--- src/rtl/axi_reg_word_wr_if.sv ---
// ---------------------------------------------------------------------------
// axi_reg_word_wr_if
//   AXI4 write-channel bundle (AW, W and B) for axi_reg_word_wr.
//   Signal names carry the slave-side direction suffix (_i into the slave,
//   _o out of the slave) so they read the same as the original port list.
//   Modports:
//     slave  - used by axi_reg_word_wr
//     master - used by whatever drives the write channel
// ---------------------------------------------------------------------------
interface axi_reg_word_wr_if #(
    parameter int unsigned AXI4_ADDR_WIDTH = 32,
    parameter int unsigned AXI4_DATA_WIDTH = 32,
    parameter int unsigned AXI4_ID_WIDTH   = 16,
    parameter int unsigned AXI4_USER_WIDTH = 10,
    parameter int unsigned AXI_STRB_WIDTH  = AXI4_DATA_WIDTH / 8
);
    // AW channel
    logic [AXI4_ID_WIDTH-1:0]   AWID_i;
    logic [AXI4_ADDR_WIDTH-1:0] AWADDR_i;
    logic [7:0]                 AWLEN_i;
    logic [2:0]                 AWSIZE_i;
    logic [1:0]                 AWBURST_i;
    logic                       AWLOCK_i;
    logic [3:0]                 AWCACHE_i;
    logic [2:0]                 AWPROT_i;
    logic [3:0]                 AWREGION_i;
    logic [AXI4_USER_WIDTH-1:0] AWUSER_i;
    logic [3:0]                 AWQOS_i;
    logic                       AWVALID_i;
    logic                       AWREADY_o;
    // W channel
    logic [AXI4_DATA_WIDTH-1:0] WDATA_i;
    logic [AXI_STRB_WIDTH-1:0]  WSTRB_i;
    logic                       WLAST_i;
    logic [AXI4_USER_WIDTH-1:0] WUSER_i;
    logic                       WVALID_i;
    logic                       WREADY_o;
    // B channel
    logic [AXI4_ID_WIDTH-1:0]   BID_o;
    logic [1:0]                 BRESP_o;
    logic [AXI4_USER_WIDTH-1:0] BUSER_o;
    logic                       BVALID_o;
    logic                       BREADY_i;

    modport slave (
        input  AWID_i, AWADDR_i, AWLEN_i, AWSIZE_i, AWBURST_i, AWLOCK_i,
               AWCACHE_i, AWPROT_i, AWREGION_i, AWUSER_i, AWQOS_i, AWVALID_i,
        output AWREADY_o,
        input  WDATA_i, WSTRB_i, WLAST_i, WUSER_i, WVALID_i,
        output WREADY_o,
        output BID_o, BRESP_o, BUSER_o, BVALID_o,
        input  BREADY_i
    );

    modport master (
        output AWID_i, AWADDR_i, AWLEN_i, AWSIZE_i, AWBURST_i, AWLOCK_i,
               AWCACHE_i, AWPROT_i, AWREGION_i, AWUSER_i, AWQOS_i, AWVALID_i,
        input  AWREADY_o,
        output WDATA_i, WSTRB_i, WLAST_i, WUSER_i, WVALID_i,
        input  WREADY_o,
        input  BID_o, BRESP_o, BUSER_o, BVALID_o,
        output BREADY_i
    );
endinterface

--- src/rtl/axi_reg_word_wr.sv ---
// ---------------------------------------------------------------------------
// axi_reg_word_wr
//   AXI4 write-channel slave that turns AW/W/B traffic into a single-cycle
//   word-write strobe for a register file. One transaction at a time; every
//   beat of a burst writes the word selected by AWADDR[WORD_ADDR_WIDTH+1:2].
//
//   Ports:
//     ACLK, ARESETn  clock, asynchronous active-low reset
//     s_axi          AXI4 AW/W/B channels (axi_reg_word_wr_if.slave)
//     we_o           one-cycle write strobe per accepted W beat
//     word_addr_o    latched word index, valid while we_o=1
//     wdata_o        W data pass-through, valid while we_o=1
//     wstrb_o        W strobe pass-through, valid while we_o=1
//
//   Optional feature: define AXI_REG_WR_LAST_CHECK_EN to check WLAST against
//   the AWLEN beat count; a mismatch answers SLVERR instead of OKAY.
// ---------------------------------------------------------------------------
module axi_reg_word_wr #(
    parameter int unsigned AXI4_ADDR_WIDTH = 32,
    parameter int unsigned AXI4_DATA_WIDTH = 32,
    parameter int unsigned AXI4_ID_WIDTH   = 16,
    parameter int unsigned AXI4_USER_WIDTH = 10,
    parameter int unsigned AXI_STRB_WIDTH  = AXI4_DATA_WIDTH / 8,
    parameter int unsigned WORD_ADDR_WIDTH = 4
) (
    input  logic                       ACLK,
    input  logic                       ARESETn,
    axi_reg_word_wr_if.slave           s_axi,
    output logic                       we_o,
    output logic [WORD_ADDR_WIDTH-1:0] word_addr_o,
    output logic [AXI4_DATA_WIDTH-1:0] wdata_o,
    output logic [AXI_STRB_WIDTH-1:0]  wstrb_o
);

    typedef enum logic [1:0] {
        WAIT_AWVALID,
        WRITE_DATA,
        SEND_BRESP
    } state_t;

    localparam logic [1:0] RESP_OKAY   = 2'b00;
    localparam logic [1:0] RESP_SLVERR = 2'b10;

    state_t                     state_q, state_d;
    logic [7:0]                 awlen_q, awlen_d;
    logic [AXI4_ID_WIDTH-1:0]   bid_q, bid_d;
    logic [WORD_ADDR_WIDTH-1:0] word_addr_q, word_addr_d;

    logic awready, wready, bvalid, we;

`ifdef AXI_REG_WR_LAST_CHECK_EN
    logic err_q, err_d;
`endif

    always_ff @(posedge ACLK or negedge ARESETn) begin
        if (!ARESETn) begin
            state_q     <= WAIT_AWVALID;
            awlen_q     <= '0;
            bid_q       <= '0;
            word_addr_q <= '0;
`ifdef AXI_REG_WR_LAST_CHECK_EN
            err_q       <= 1'b0;
`endif
        end else begin
            state_q     <= state_d;
            awlen_q     <= awlen_d;
            bid_q       <= bid_d;
            word_addr_q <= word_addr_d;
`ifdef AXI_REG_WR_LAST_CHECK_EN
            err_q       <= err_d;
`endif
        end
    end

    always_comb begin
        state_d     = state_q;
        awlen_d     = awlen_q;
        bid_d       = bid_q;
        word_addr_d = word_addr_q;
`ifdef AXI_REG_WR_LAST_CHECK_EN
        err_d       = err_q;
`endif
        awready     = 1'b0;
        wready      = 1'b0;
        bvalid      = 1'b0;
        we          = 1'b0;

        unique case (state_q)
            WAIT_AWVALID: begin
                awready = 1'b1;
                if (s_axi.AWVALID_i) begin
                    bid_d       = s_axi.AWID_i;
                    word_addr_d = s_axi.AWADDR_i[WORD_ADDR_WIDTH+1:2];
                    awlen_d     = s_axi.AWLEN_i;
`ifdef AXI_REG_WR_LAST_CHECK_EN
                    err_d       = 1'b0;
`endif
                    state_d     = WRITE_DATA;
                end
            end

            WRITE_DATA: begin
                wready = 1'b1;
                if (s_axi.WVALID_i) begin
                    // awlen_q counts remaining beats; zero marks the final one.
                    we = 1'b1;
`ifdef AXI_REG_WR_LAST_CHECK_EN
                    if (s_axi.WLAST_i != (awlen_q == 8'd0)) begin
                        err_d = 1'b1;
                    end
`endif
                    if (awlen_q == 8'd0) begin
                        state_d = SEND_BRESP;
                    end else begin
                        awlen_d = awlen_q - 8'd1;
                    end
                end
            end

            SEND_BRESP: begin
                bvalid = 1'b1;
                if (s_axi.BREADY_i) begin
                    state_d = WAIT_AWVALID;
                end
            end

            default: begin
                state_d = WAIT_AWVALID;
            end
        endcase
    end

    assign s_axi.AWREADY_o = awready;
    assign s_axi.WREADY_o  = wready;
    assign s_axi.BVALID_o  = bvalid;
    assign s_axi.BID_o     = bid_q;
    assign s_axi.BUSER_o   = '0;

`ifdef AXI_REG_WR_LAST_CHECK_EN
    assign s_axi.BRESP_o = err_q ? RESP_SLVERR : RESP_OKAY;
`else
    assign s_axi.BRESP_o = RESP_OKAY;
`endif

    assign we_o        = we;
    assign word_addr_o = word_addr_q;
    assign wdata_o     = s_axi.WDATA_i;
    assign wstrb_o     = s_axi.WSTRB_i;

    // Sideband AXI fields are accepted but carry no meaning for a word register.
    logic unused_inputs;
`ifdef AXI_REG_WR_LAST_CHECK_EN
    assign unused_inputs = ^{s_axi.AWADDR_i, s_axi.AWSIZE_i, s_axi.AWBURST_i,
                             s_axi.AWLOCK_i, s_axi.AWCACHE_i, s_axi.AWPROT_i,
                             s_axi.AWREGION_i, s_axi.AWUSER_i, s_axi.AWQOS_i,
                             s_axi.WUSER_i, RESP_SLVERR};
`else
    assign unused_inputs = ^{s_axi.AWADDR_i, s_axi.AWSIZE_i, s_axi.AWBURST_i,
                             s_axi.AWLOCK_i, s_axi.AWCACHE_i, s_axi.AWPROT_i,
                             s_axi.AWREGION_i, s_axi.AWUSER_i, s_axi.AWQOS_i,
                             s_axi.WUSER_i, s_axi.WLAST_i, RESP_SLVERR};
`endif

endmodule

--- src/flat_wrapper.sv ---
// flat-port wrapper written by rule: the top's interface ports become plain ports
module axi_reg_word_wr_flat 
#(
    parameter int unsigned AXI4_ADDR_WIDTH = 32,
    parameter int unsigned AXI4_DATA_WIDTH = 32,
    parameter int unsigned AXI4_ID_WIDTH   = 16,
    parameter int unsigned AXI4_USER_WIDTH = 10,
    parameter int unsigned AXI_STRB_WIDTH  = AXI4_DATA_WIDTH / 8,
    parameter int unsigned WORD_ADDR_WIDTH = 4
)
  (ACLK, ARESETn, we_o, word_addr_o, wdata_o, wstrb_o, s_axi_AWID_i, s_axi_AWADDR_i, s_axi_AWLEN_i, s_axi_AWSIZE_i, s_axi_AWBURST_i, s_axi_AWLOCK_i, s_axi_AWCACHE_i, s_axi_AWPROT_i, s_axi_AWREGION_i, s_axi_AWUSER_i, s_axi_AWQOS_i, s_axi_AWVALID_i, s_axi_AWREADY_o, s_axi_WDATA_i, s_axi_WSTRB_i, s_axi_WLAST_i, s_axi_WUSER_i, s_axi_WVALID_i, s_axi_WREADY_o, s_axi_BID_o, s_axi_BRESP_o, s_axi_BUSER_o, s_axi_BVALID_o, s_axi_BREADY_i);
  axi_reg_word_wr_if #(.AXI4_ADDR_WIDTH(AXI4_ADDR_WIDTH), .AXI4_DATA_WIDTH(AXI4_DATA_WIDTH), .AXI4_ID_WIDTH(AXI4_ID_WIDTH), .AXI4_USER_WIDTH(AXI4_USER_WIDTH), .AXI_STRB_WIDTH(AXI_STRB_WIDTH)) s_axi_i ();
  input  logic ACLK;
  input  logic ARESETn;
  output logic we_o;
  output logic [WORD_ADDR_WIDTH-1:0] word_addr_o;
  output logic [AXI4_DATA_WIDTH-1:0] wdata_o;
  output logic [AXI_STRB_WIDTH-1:0] wstrb_o;
  input wire logic [$bits(s_axi_i.AWID_i)-1:0] s_axi_AWID_i;
  input wire logic [$bits(s_axi_i.AWADDR_i)-1:0] s_axi_AWADDR_i;
  input wire logic [$bits(s_axi_i.AWLEN_i)-1:0] s_axi_AWLEN_i;
  input wire logic [$bits(s_axi_i.AWSIZE_i)-1:0] s_axi_AWSIZE_i;
  input wire logic [$bits(s_axi_i.AWBURST_i)-1:0] s_axi_AWBURST_i;
  input wire logic [$bits(s_axi_i.AWLOCK_i)-1:0] s_axi_AWLOCK_i;
  input wire logic [$bits(s_axi_i.AWCACHE_i)-1:0] s_axi_AWCACHE_i;
  input wire logic [$bits(s_axi_i.AWPROT_i)-1:0] s_axi_AWPROT_i;
  input wire logic [$bits(s_axi_i.AWREGION_i)-1:0] s_axi_AWREGION_i;
  input wire logic [$bits(s_axi_i.AWUSER_i)-1:0] s_axi_AWUSER_i;
  input wire logic [$bits(s_axi_i.AWQOS_i)-1:0] s_axi_AWQOS_i;
  input wire logic [$bits(s_axi_i.AWVALID_i)-1:0] s_axi_AWVALID_i;
  output wire logic [$bits(s_axi_i.AWREADY_o)-1:0] s_axi_AWREADY_o;
  input wire logic [$bits(s_axi_i.WDATA_i)-1:0] s_axi_WDATA_i;
  input wire logic [$bits(s_axi_i.WSTRB_i)-1:0] s_axi_WSTRB_i;
  input wire logic [$bits(s_axi_i.WLAST_i)-1:0] s_axi_WLAST_i;
  input wire logic [$bits(s_axi_i.WUSER_i)-1:0] s_axi_WUSER_i;
  input wire logic [$bits(s_axi_i.WVALID_i)-1:0] s_axi_WVALID_i;
  output wire logic [$bits(s_axi_i.WREADY_o)-1:0] s_axi_WREADY_o;
  output wire logic [$bits(s_axi_i.BID_o)-1:0] s_axi_BID_o;
  output wire logic [$bits(s_axi_i.BRESP_o)-1:0] s_axi_BRESP_o;
  output wire logic [$bits(s_axi_i.BUSER_o)-1:0] s_axi_BUSER_o;
  output wire logic [$bits(s_axi_i.BVALID_o)-1:0] s_axi_BVALID_o;
  input wire logic [$bits(s_axi_i.BREADY_i)-1:0] s_axi_BREADY_i;
  assign s_axi_i.AWID_i = s_axi_AWID_i;
  assign s_axi_i.AWADDR_i = s_axi_AWADDR_i;
  assign s_axi_i.AWLEN_i = s_axi_AWLEN_i;
  assign s_axi_i.AWSIZE_i = s_axi_AWSIZE_i;
  assign s_axi_i.AWBURST_i = s_axi_AWBURST_i;
  assign s_axi_i.AWLOCK_i = s_axi_AWLOCK_i;
  assign s_axi_i.AWCACHE_i = s_axi_AWCACHE_i;
  assign s_axi_i.AWPROT_i = s_axi_AWPROT_i;
  assign s_axi_i.AWREGION_i = s_axi_AWREGION_i;
  assign s_axi_i.AWUSER_i = s_axi_AWUSER_i;
  assign s_axi_i.AWQOS_i = s_axi_AWQOS_i;
  assign s_axi_i.AWVALID_i = s_axi_AWVALID_i;
  assign s_axi_AWREADY_o = s_axi_i.AWREADY_o;
  assign s_axi_i.WDATA_i = s_axi_WDATA_i;
  assign s_axi_i.WSTRB_i = s_axi_WSTRB_i;
  assign s_axi_i.WLAST_i = s_axi_WLAST_i;
  assign s_axi_i.WUSER_i = s_axi_WUSER_i;
  assign s_axi_i.WVALID_i = s_axi_WVALID_i;
  assign s_axi_WREADY_o = s_axi_i.WREADY_o;
  assign s_axi_BID_o = s_axi_i.BID_o;
  assign s_axi_BRESP_o = s_axi_i.BRESP_o;
  assign s_axi_BUSER_o = s_axi_i.BUSER_o;
  assign s_axi_BVALID_o = s_axi_i.BVALID_o;
  assign s_axi_i.BREADY_i = s_axi_BREADY_i;
  axi_reg_word_wr #(.AXI4_ADDR_WIDTH(AXI4_ADDR_WIDTH), .AXI4_DATA_WIDTH(AXI4_DATA_WIDTH), .AXI4_ID_WIDTH(AXI4_ID_WIDTH), .AXI4_USER_WIDTH(AXI4_USER_WIDTH), .AXI_STRB_WIDTH(AXI_STRB_WIDTH), .WORD_ADDR_WIDTH(WORD_ADDR_WIDTH)) u_core (.ACLK(ACLK), .ARESETn(ARESETn), .s_axi(s_axi_i), .we_o(we_o), .word_addr_o(word_addr_o), .wdata_o(wdata_o), .wstrb_o(wstrb_o));
endmodule
--- config.mk ---
export PLATFORM = sky130hd
export DESIGN_NAME = axi_reg_word_wr_flat
export DESIGN_NICKNAME = d
export VERILOG_FILES = /design/src/rtl/axi_reg_word_wr_if.sv /design/src/rtl/axi_reg_word_wr.sv /design/src/flat_wrapper.sv
export SDC_FILE = /design/constraint.sdc
export NUM_CORES = 1
export LEC_CHECK = 0
export BUFFER_PORTS_ARGS = -buffer_cell sky130_fd_sc_hd__buf_2
export CAP_MARGIN = 20
export CORE_AREA = 2 2 81 83
export CTS_CLUSTER_DIAMETER = 150
export DETAILED_ROUTE_END_ITERATION = 8
export DIE_AREA = 0 0 83 85
export GPL_ROUTABILITY_DRIVEN = 0
export GPL_TIMING_DRIVEN = 0
export PLACE_DENSITY = 0.73
export SKIP_LAST_GASP = 1
export SLEW_MARGIN = 5
export SYNTH_ARGS = -nofsm -noshare
export SYNTH_HDL_FRONTEND = slang
export SYNTH_SLANG_ARGS = --single-unit
--- constraint.sdc ---
create_clock -name ACLK -period 4.7 [get_ports ACLK]
set_input_delay 0.235 -clock ACLK [delete_from_list [all_inputs] [get_ports ACLK]]
set_output_delay 0.235 -clock ACLK [all_outputs]
set_load 0.01 [all_outputs]
==> qor.yml <==
sta:
  whs_ns: -0.0009183
  timing_worst_slew_pin_value_ns: 0.7953
  max_slew_margin_pct: 46.75
  fin_tns_setup_ns: 0
  hold_viol_final: 3
  setup_viol_count_final: 0
  timing.final.crit_period_ns: 1.796
  timing.final.max_slew_violations: 0
  max_freq_ghz: 0.5569
  grt_setup_unrepaired: "false"
  post-route-period-util_pct: 38.20
  finClkSkew_ns: 0.006053
worst_setup_path:
  worstPathCellList: "or4_1, buf_6, or2_1, a211oi_2, nor3_2"
  r2r-end: "u_core.awlen_q[7]"
  worst_r2r_startpoint: "u_core.awlen_q[3]"
  cp_required_ns: 4.85
  worst_setup_path_end_kind: "flop"
  timing.critical_path.depth: 5
  critPathArrivalTime_ns: 1.95
  worst-r2r-setup-slack_ns: 2.90
  cp_max_fo: 6
  cp-startpoint: "u_core.awlen_q[3]"
  critical_path.n_buffers_inverters: 1
  critical_path.endpoint: "u_core.awlen_q[7]"
  timing.critical_path.slowest_stage_cell: "or4_1"
  path_delay_family: "simple AND/OR/NAND/NOR gates"
  critical_path_class: "reg2reg"
  worst_r2r_path_depth: 5
  timing.critical_path.slowest_cell_delay_ns: 0.56
  critical_path.startpoint_type: "flop"
finish:
  layout-drive-gt1-share_pct: 49.07
  multiInputGateArea_sq_um: 705.7
  num_antenna_cells: 0
  area.growth.synth_to_final_pct: 37.64
  fillCellCount: 641
  final_core_area_utilization_pct: 40.63
  most_used_cells_in_the_layout_excluding_fill_and_tap_cells: "buf_2 (92), nand2_1 (67), buf_4 (48)"
  final-seq-area_sq_um: 750.7
  mostFrequentLayoutCell: "buf_2"
  design.final.nets: 464
synthesis:
  postSynth.topFlopCell: "dfrtp_1"
  synth.cell_area_sq_um: 1832
  synth-edff-count: 0
  post_synth_num_cell_types: 38
  syn_area_per_cell_sq_um: 8.600
  dominant_combinational_cell_family_by_area_after_synthesis: "simple AND/OR/NAND/NOR gates"
  synthesis.yosys.warnings: 0
  post_synth_xor_area_fraction_pct: 0
  synth-seq-area-share_pct: 40.98
  synthAdderAreaFrac_pct: 1.366
  synthMuxAreaShare_pct: 0.5464
  synth-compound-area-share_pct: 9.904
  ys_ff_latch: 30
  netlist_instances: 213
  postSynth.asyncResetShare_pct: 100.0
  synth_simple_gate_area_share_pct: 24.25
drt:
  route.detailed.wl_per_inst_microns: 11.32
  detailedRoute.firstIterationViolations: 36
  drt-total-wl_microns: 4541
  viasPerCell: 4.294
  detail_route.drc_violations: 0
  route.antenna.remaining_nets: 0
  drt_pass1_iterations: 4
  num_vias: 1722
global_route:
  grt_use_total_pct: 12.70
  grt_pass1_vias: 1661
  antenna_found_initial: 0
  global_route.peak_usage_layer: "met2"
  grt.overflow.total: 0
  met2_grt_util_pct: 21.26
  met3_usage_pct: 4.475
  grt_start_max_net_pins: 31
  first_pass_grt_wire_length_microns: 7245
  grt_met1_usage_pct: 15.22
power:
  power.static_leakage_nw: 1.403
  vdd_ir_drop_max_mv: 0.2106
  power_density_nw_per_um2: 468.0
clock_network:
  cts-root-to-sink-buffers: 2
  cts_resized: 0
  cts.reportedPaths.clkPinSlew_ns: 0.06
  post_cts_buffers: 0
  ctsHoldBuffers: 0
  worst_skew_pair.late_latency_ns: 0.28
  cts-htree-levels: 2
  ctsRootBufferMaster: "clkbuf_8"
  number_of_buffers_created_by_cts: 5
  tritoncts: "yes"
  clock_sink_count: 30
flow_run:
  drv.max_cap_violation_count: 0
floorplanning:
  dieWidth_microns: 83
  core-area_sq_um: 6205
  initial_core_util_pct: 29.52
  floorplan.die_area_sq_um: 7055
  ios: 211
  die_y_microns: 85
  num_rows: 29
worst_hold_path:
  hp-class: "in2async"
placement:
  portBuffers: 92
  hpwlAfterDp_microns: 3634
run_status:
  status: "finished with violations"
  failing_checks: "hold timing"
[cells in the mapped netlist, types with 2 or more instances]
master | count | area, sq um
o22ai_1 | 2 | 12.51
o21ai_0 | 5 | 25.02
dfrtp_1 | 30 | 750.7
nor4_1 | 2 | 12.51
inv_1 | 6 | 22.52
a31oi_1 | 4 | 25.02
nor2b_1 | 3 | 18.77
nand2_1 | 67 | 251.5
clkbuf_1 | 5 | 18.77
a2bb2oi_2 | 2 | 30.03
a21oi_1 | 2 | 10.01
buf_4 | 48 | 360.4
nor2_1 | 11 | 41.29
ha_1 | 2 | 25.02
[metal layers]
metal,vias to the layer above,wire length (microns)
met2,102,2120
met3,5,494
li1,849,-
met4,0,63
met1,766,1862
met5,-,0
[worst min path at each step]
stage / start / end / slack, ns / cells after the start
after floorplan: ARESETn / u_core.awlen_q[0] / -0.06 / 0
after global placement: ARESETn / u_core.word_addr_o[1] / 0.31 / 1
after detailed placement: ARESETn / u_core.s_axi.BID_o[3] / 0.31 / 1
after CTS: ARESETn / u_core.s_axi.BID_o[3] / 0.009 / 1
after global routing: ARESETn / u_core.word_addr_o[1] / 0.05 / 1
final: ARESETn / u_core.s_axi.BID_o[3] / -0.0009 / 1
[sequential cells by signal (all words and copies together), names as in the netlist]
register and cells:
u_core.awlen_q 8, u_core.s_axi.BID_o 16, u_core.state_q 2, u_core.word_addr_o 4
[layout make-up]
cell class	instances	share of cell area (%)
well taps	77	3.821
plain buffers	55	15.63
flip-flops and latches	30	29.78
clock buffers	7	3.424
clock inverters	1	0.1985
repair buffers	92	18.26
multi-input cells	133	27.99
inverters	6	0.8933
[where the power goes]
| group | internal, mW | switching (mW) |
|---|---|---|
| registers | 0.375 | 0.0811 |
| logic | 0.229 | 0.285 |
| clock network | 0.118 | 0.0924 |
| total | 0.722 | 0.458 |
[kinds of logic (layout without fill, tap and decap cells)]
| logic type | Yosys count | in the layout |
|---|---|---|
| mux | 1 | 1 |
| fa+ha+maj | 2 | 2 |
| buf+inv | 61 | 161 |
| flops | 30 | 30 |
| simple gates | 95 | 95 |
| compound gates | 23 | 23 |
| other cells | 1 | 12 |
[stage by stage]
step	total power, mW	hold slack (ns)	instances	setup slack (ns)	instance area [sq um]
after floorplan	0.7889	-0.06059	224	2.996	1873
after global placement	0.9609	0.3101	393	2.926	2430
after detailed placement	0.9811	0.3146	393	2.884	2430
after CTS	1.201	0.009312	401	2.862	2521
after global routing	1.276	0.05382	401	2.676	2521
final	1.180	-0.0009183	401	2.904	2521
[worst reg2reg max path, delay by kind of cell, from the launching register on]
kind	cells	cell delay (ns)
AOI/OAI and AO/OA	1	0.21
DFF	1	0.42
buffers and inverters	1	0.16
and+or+nand+nor	3	0.89
Power figures use the tool's default switching activity.
